--- src/rtl/float2fix_pipe_pkg.sv ---
// Shared constants and stage records for the float-to-fixed pipeline.
package float2fix_pipe_pkg;

    // IEEE-754 single-precision fields
    localparam int EXP_W = 8;
    localparam int MAN_W = 23;
    localparam int BIAS  = 127;

    // Widest supported output; the magnitude field is one bit wider so a
    // magnitude of exactly 2^(OUT_W-1) (the most negative value) is representable.
    localparam int MAX_OUT_W = 64;
    localparam int MAG_W     = MAX_OUT_W + 1;

    // src_mode bit indices
    localparam int MODE_RND = 0;  // 0 truncate toward zero, 1 round-nearest-even
    localparam int MODE_SAT = 1;  // 0 wrap, 1 saturate

    // dst_flags bit indices
    localparam int FLG_INX = 0;
    localparam int FLG_OVF = 1;
    localparam int FLG_NAN = 2;

    typedef enum logic [1:0] {
        CLS_ZERO,   // zero or denormal
        CLS_NORM,
        CLS_INF,
        CLS_NAN
    } f2f_cls_e;

    // S1: unpacked and classified input word
    typedef struct packed {
        logic             valid;
        logic             sign;
        f2f_cls_e         cls;
        logic [EXP_W-1:0] exp;
        logic [MAN_W:0]   mant;   // hidden bit included
        logic [1:0]       mode;
    } f2f_unpk_t;

    // S2: aligned magnitude with guard/sticky; big flags bits lost above MAG_W
    typedef struct packed {
        logic             valid;
        logic             sign;
        f2f_cls_e         cls;
        logic [MAG_W-1:0] mag;
        logic             big;
        logic             guard;
        logic             sticky;
        logic [1:0]       mode;
    } f2f_stage_t;

endpackage

--- src/rtl/f2f_round_sat.sv ---
// Final stage: round the magnitude, negate, then saturate or wrap and raise flags.
module f2f_round_sat
    import float2fix_pipe_pkg::*;
#(
    parameter int OUT_W = 32
) (
    input  f2f_stage_t       rec_i,
    output logic             vld_o,
    output logic [OUT_W-1:0] dst_o,
    output logic [2:0]       flags_o
);

    localparam logic [OUT_W-1:0] MAXV = {1'b0, {(OUT_W-1){1'b1}}};
    localparam logic [OUT_W-1:0] MINV = {1'b1, {(OUT_W-1){1'b0}}};

    logic             inc;
    logic             ovf;
    logic [MAG_W:0]   rnd;
    logic [MAG_W:0]   half;
    logic [OUT_W-1:0] low;

    // Magnitude is rounded before negation so truncation is toward zero for both signs
    always_comb begin
        half          = '0;
        half[OUT_W-1] = 1'b1;
        inc     = rec_i.mode[MODE_RND] & rec_i.guard & (rec_i.sticky | rec_i.mag[0]);
        rnd     = {1'b0, rec_i.mag} + {{MAG_W{1'b0}}, inc};
        // Negative side reaches one further: -2^(OUT_W-1) is in range
        ovf     = rec_i.big | (rec_i.sign ? (rnd > half) : (rnd >= half));
        low     = rnd[OUT_W-1:0];
        vld_o   = rec_i.valid;
        dst_o   = '0;
        flags_o = '0;
        case (rec_i.cls)
            CLS_NAN:  flags_o[FLG_NAN] = 1'b1;
            CLS_INF: begin
                dst_o            = rec_i.sign ? MINV : MAXV;
                flags_o[FLG_OVF] = 1'b1;
            end
            CLS_ZERO: flags_o[FLG_INX] = rec_i.sticky;
            default: begin
                if (ovf && rec_i.mode[MODE_SAT])
                    dst_o = rec_i.sign ? MINV : MAXV;
                else
                    dst_o = rec_i.sign ? (~low + 1'b1) : low;
                flags_o[FLG_OVF] = ovf;
                flags_o[FLG_INX] = ~ovf & (rec_i.guard | rec_i.sticky);
            end
        endcase
    end

endmodule

--- src/rtl/float2fix_pipe.sv ---
// Three-stage IEEE-754 single to signed fixed-point converter with global stall.
module float2fix_pipe
    import float2fix_pipe_pkg::*;
#(
    parameter int OUT_W  = 32,
    parameter int FRAC_W = 16
) (
    input  logic             clk,
    input  logic             rst,
    input  logic             src_valid,
    output logic             src_ready,
    input  logic [31:0]      src,
    input  logic [1:0]       src_mode,
    output logic             dst_valid,
    input  logic             dst_ready,
    output logic [OUT_W-1:0] dst,
    output logic [2:0]       dst_flags,
    output logic [15:0]      ovf_cnt
);

    localparam int RW = 2 * MAN_W + 3;  // right-shift window: mantissa + guard + sticky room

    f2f_unpk_t        s1_d, s1_q;
    f2f_stage_t       s2_d, s2_q;
    logic             s3_vld_d, dst_valid_q;
    logic [OUT_W-1:0] dst_d, dst_q;
    logic [2:0]       flags_d, flags_q;
    logic [15:0]      ovf_cnt_q;
    logic             en;

    logic signed [9:0]  sh;
    logic [8:0]         lsh, rsh;
    logic [MAG_W+MAN_W:0] lwide;
    logic [RW-1:0]      rwide;

    assign en        = ~dst_valid_q | dst_ready;
    assign src_ready = rst | en;

    // S1: split fields and classify
    always_comb begin
        s1_d       = '0;
        s1_d.valid = src_valid & src_ready;
        s1_d.sign  = src[31];
        s1_d.exp   = src[30:23];
        s1_d.mant  = {|src[30:23], src[22:0]};
        s1_d.mode  = src_mode;
        if (src[30:23] == '0)
            s1_d.cls = CLS_ZERO;
        else if (src[30:23] == '1)
            s1_d.cls = (src[22:0] != '0) ? CLS_NAN : CLS_INF;
        else
            s1_d.cls = CLS_NORM;
    end

    // S2: align the mantissa to the output binary point, keeping guard and sticky
    always_comb begin
        s2_d       = '0;
        s2_d.valid = s1_q.valid;
        s2_d.sign  = s1_q.sign;
        s2_d.cls   = s1_q.cls;
        s2_d.mode  = s1_q.mode;
        sh    = $signed({2'b00, s1_q.exp}) - $signed(10'(BIAS + MAN_W)) + $signed(10'(FRAC_W));
        lsh   = sh[8:0];
        rsh   = ~sh[8:0] + 9'd1;
        lwide = {{MAG_W{1'b0}}, s1_q.mant} << lsh;
        rwide = {s1_q.mant, {(MAN_W+2){1'b0}}} >> rsh;
        if (s1_q.cls == CLS_ZERO) begin
            s2_d.sticky = |s1_q.mant;
        end else if (s1_q.cls == CLS_NORM) begin
            if (!sh[9]) begin
                s2_d.mag = lwide[MAG_W-1:0];
                s2_d.big = (|lwide[MAG_W+MAN_W:MAG_W]) | (32'(lsh) >= MAG_W);
            end else if (32'(rsh) > RW - 1) begin
                // every mantissa bit lies below the guard position
                s2_d.sticky = 1'b1;
            end else begin
                s2_d.mag    = {{(MAG_W-MAN_W-1){1'b0}}, rwide[RW-1:MAN_W+2]};
                s2_d.guard  = rwide[MAN_W+1];
                s2_d.sticky = |rwide[MAN_W:0];
            end
        end
    end

    // S3 combinational round/saturate
    f2f_round_sat #(.OUT_W(OUT_W)) u_rs (
        .rec_i   (s2_q),
        .vld_o   (s3_vld_d),
        .dst_o   (dst_d),
        .flags_o (flags_d)
    );

    // Pipeline registers: all stages advance together or hold together
    always_ff @(posedge clk) begin
        if (rst) begin
            s1_q.valid  <= 1'b0;
            s2_q.valid  <= 1'b0;
            dst_valid_q <= 1'b0;
            dst_q       <= '0;
            flags_q     <= '0;
        end else if (en) begin
            s1_q        <= s1_d;
            s2_q        <= s2_d;
            dst_valid_q <= s3_vld_d;
            if (s3_vld_d) begin
                dst_q   <= dst_d;
                flags_q <= flags_d;
            end
        end
    end

    // Saturating count of delivered overflow words
    always_ff @(posedge clk) begin
        if (rst)
            ovf_cnt_q <= '0;
        else if (dst_valid_q && dst_ready && flags_q[FLG_OVF] && ovf_cnt_q != 16'hFFFF)
            ovf_cnt_q <= ovf_cnt_q + 16'd1;
    end

    assign dst_valid = dst_valid_q;
    assign dst       = dst_q;
    assign dst_flags = flags_q;
    assign ovf_cnt   = ovf_cnt_q;

endmodule

--- config.mk ---
export PLATFORM = sky130hd
export DESIGN_NAME = float2fix_pipe
export DESIGN_NICKNAME = d
export VERILOG_FILES = /design/src/rtl/float2fix_pipe_pkg.sv /design/src/rtl/f2f_round_sat.sv /design/src/rtl/float2fix_pipe.sv
export SDC_FILE = /design/constraint.sdc
export NUM_CORES = 1
export LEC_CHECK = 0
export ABC_AREA = 1
export ABC_CLOCK_PERIOD_IN_PS = 7000
export CAP_MARGIN = 20
export CELL_PAD_IN_SITES_DETAIL_PLACEMENT = 0
export CELL_PAD_IN_SITES_GLOBAL_PLACEMENT = 2
export CORE_MARGIN = 10
export CORE_UTILIZATION = 34
export CTS_CLUSTER_SIZE = 28
export DETAILED_ROUTE_END_ITERATION = 8
export MAX_ROUTING_LAYER = met4
export PLACE_DENSITY = 0.78
export REMOVE_ABC_BUFFERS = 1
export SLEW_MARGIN = 30
export SYNTH_ARGS = -nofsm -noshare
export SYNTH_HDL_FRONTEND = slang
export SYNTH_SLANG_ARGS = --single-unit
--- constraint.sdc ---
create_clock -name clk -period 7 [get_ports clk]
set_clock_uncertainty 0.2 [all_clocks]
set_input_delay 0.7 -clock clk [delete_from_list [all_inputs] [get_ports clk]]
set_output_delay 0.7 -clock clk [all_outputs]
set_load 0.005 [all_outputs]
==> flow_summary.yaml <==
sta:
  hold_viol: 0
  worst_pin_slew_ns: 0.937
  slew_headroom_pct: 37.2
  fmax_ghz: 0.180
  fin_crit_sh_pct: 79.3
  setup_viol: 0
  setup_tns_ns: 0
  maxSlewViolCount: 0
  period_needed_ns: 5.55
  fin_ws_ns: 1.45
  rsz0062_at_grt: "false"
grt:
  grt_pass1_vias: 13200
  grt_pass1_wl_um: 76800
  antenna_found_initial: 0
  overflow: 0
  grt_max_degree: 73
  grt_usage_pct: 20.9
yosys:
  synth_area_leaders: "edfxtp_1, nand2_1, nand3_1"
  synthAdderAreaFrac_pct: 0.919
  syn_avg_cell_area_sq_um: 6.73
  synthCells: 2023
  synth-warning-count: 0
  synthMuxAreaShare_pct: 0.220
  synth_edf_count: 110
  synth-simple-area-share_pct: 40.5
  synth_xor_area_share_pct: 5.84
  synth_seq_cells: 164
  async_flop_share_pct: 0
  syn_area_sq_um: 13600
  ys_seq_area_share_pct: 32.2
  yosysMostFrequentCell: "nand2_1"
  synth_cell_type_count: 58
  synth_top_family_by_area: "simple AND/OR/NAND/NOR gates"
  ys_top_cells_by_count: "nand2_1, nand3_1, nor2_1, inv_1, o21ai_0"
  netlist.area_leader.share_pct: 24.3
  synth_compound_area_share_pct: 11.9
  yosys.area.top_type: "edfxtp_1"
  synth_ff_type: "edfxtp_1"
pwr:
  ir_worst_vdd_v: 0.000162
  pwr-share-seq_pct: 39.2
  p_leak_nw: 6.16
  powerDensity_nw_per_um2: 188
  p_int_w: 0.00185
  p_comb_share_pct: 28.6
  sw_frac_of_total_pct: 36.5
  p_clk_share_pct: 32.2
  power_switching_w: 0.00106
placed_design:
  dp_slack_ns: 1.54
  port_buffers: 90
  place.gp.congestion: 0.927
  dpl.hpwl_um: 39400
setup_path:
  end_kind: "register"
  required_ns: 7.11
  cp-start-kind: "register"
  path_class: "reg2reg"
  arrival_ns: 5.66
  cp_max_fo: 48
final_layout:
  seqCellArea_sq_um: 4380
  drive_above_1_share_pct: 7.73
  multiInputGateArea_sq_um: 8110
  nFillCells: 4322
  final_nets: 2105
  area_growth_syn_to_layout_pct: 13.9
  n_antenna_cell: 0
clock_network:
  postCtsResizedCells: 0
  cts_root_buf: "clkbuf_16"
  clk_latency_ns: 0.44
  cts_buffer_depth: 2
  cts_tree: "built"
  cts_buffers: 17
  cts_sinks: 164
  h-tree-depth: 4
  hold_buffers: 0
  post-cts-setup-buffers: 0
  clkTransAtPathRegs_ns: 0.07
route:
  ant_nets: 0
  drcViolationCount: 0
  wl_um: 49600
  via_per_inst: 5.34
  wl_per_cell_um: 19.1
  dr.pass1.iters: 5
  vias: 13900
  drtIter0Drc: 1221
floorplan:
  die_x_um: 220
  die_h_um: 220
  core_sq_um: 39600
  initial_utilization_pct: 34.4
  dieArea_sq_um: 48500
  num_rows: 73
  io_pins: 91
worst_hold_path:
  min_path_type: "reg2reg"
run_status:
  outcome: "complete, no violations"
flow_run:
  cap_violations: 0
[path summary, 6_finish.rpt]
| check | startpoint | endpoint | slack (ns) | cells past startpoint |
|---|---|---|---|---|
| setup / recovery | s1_q[27] | s2_q[2] | 1.45 | 25 |
| hold reg to reg | s1_q[0] | s2_q[0] | 0.22 | 0 |
| setup reg to reg | s1_q[27] | s2_q[2] | 1.45 | 25 |
| hold / removal | s1_q[0] | s2_q[0] | 0.22 | 0 |
[final cells by class]
type | count | share of cell area (%)
clock buffers | 20 | 3.09
well taps | 525 | 4.23
repair buffers | 112 | 6.87
inverters | 187 | 4.56
multi-input cells | 1575 | 52.3
flip-flops and latches | 164 | 28.3
clock inverters | 12 | 0.710
[cell usage in the layout (no fill, tap or decap), drive strengths merged, types with 7 or more instances in the layout]
cell type / count
nand2: 540
nand3: 249
nor2: 208
inv: 187
o21ai: 137
edfxtp: 110
nand4: 97
clkdlybuf4s50: 90
xor2: 61
nor3: 58
dfxtp: 54
a21oi: 54
o22ai: 37
xnor2: 29
a31oi: 24
buf: 22
nor4: 22
clkbuf: 20
clkinv: 12
ha: 10
nor3b: 7
o221ai: 7
[kinds of logic (layout without fill, tap and decap cells)]
logic type,count (synthesis),after routing
buffers and inverters,284,331
adders and majority gates,10,10
xor gates and xnor gates,90,90
DFF,164,164
muxes,3,3
and+or+nand+nor,1198,1198
AOI/OAI and AO/OA,274,274
[sequential cells by signal, summed over array words and instances (netlist names)]
name       cells
s2_q          74
ovf_cnt       16
dst_flags      3
dst_valid      1
s1_q          38
dst           32
[power by group through the flow]
stage / Sequential, W / Clock [W] / Combinational [W]
floorplan: 0.00115 / 0 / 0.000531
global placement: 0.00116 / 0 / 0.000832
detailed placement: 0.00116 / 0 / 0.000827
CTS: 0.00114 / 0.000960 / 0.000829
global route: 0.00115 / 0.000998 / 0.000932
finish: 0.00114 / 0.000936 / 0.000834
[critical path, stage by stage, from the launching register on]
cell	delay, ns
edfxtp_1	0.36
buf_4	0.24
nand2_2	0.11
nand2_1	0.06
nand2_2	0.11
nand2_4	0.28
inv_2	0.58
ha_1	0.33
nand3_1	0.11
nand2_2	0.43
nand3_1	0.16
nand2_2	0.63
nand2_1	0.22
inv_1	0.13
nand3_1	0.12
o21ai_0	0.28
nand3_1	0.27
a21oi_1	0.23
nor2_1	0.06
a21oi_1	0.17
nand2_1	0.07
nand2_1	0.06
nand2_1	0.04
nand2_1	0.06
nand2_1	0.05
nand2_1	0.05
[stage by stage]
step                total power [W]  std cells  util (%)  hold slack [ns]  instance area (sq um)
floorplan                   0.00168       1926         -            0.200                  13200
global placement            0.00199       2563      37.6            0.204                  14900
detailed placement          0.00199       2563      37.6            0.209                  14900
CTS                         0.00293       2595      39.1            0.221                  15500
global route                0.00308       2595      39.1            0.227                  15500
finish                      0.00291       2595      39.1            0.223                  15500
[per-layer routing]
layer / wire length, um / GRT usage, %
met4: 1030 / 5.98
met2: 24400 / 34.8
met5: 0 / -
met1: 22400 / 26.4
met3: 1800 / 2.12
Note: power is estimated with default switching activity, not from simulation.
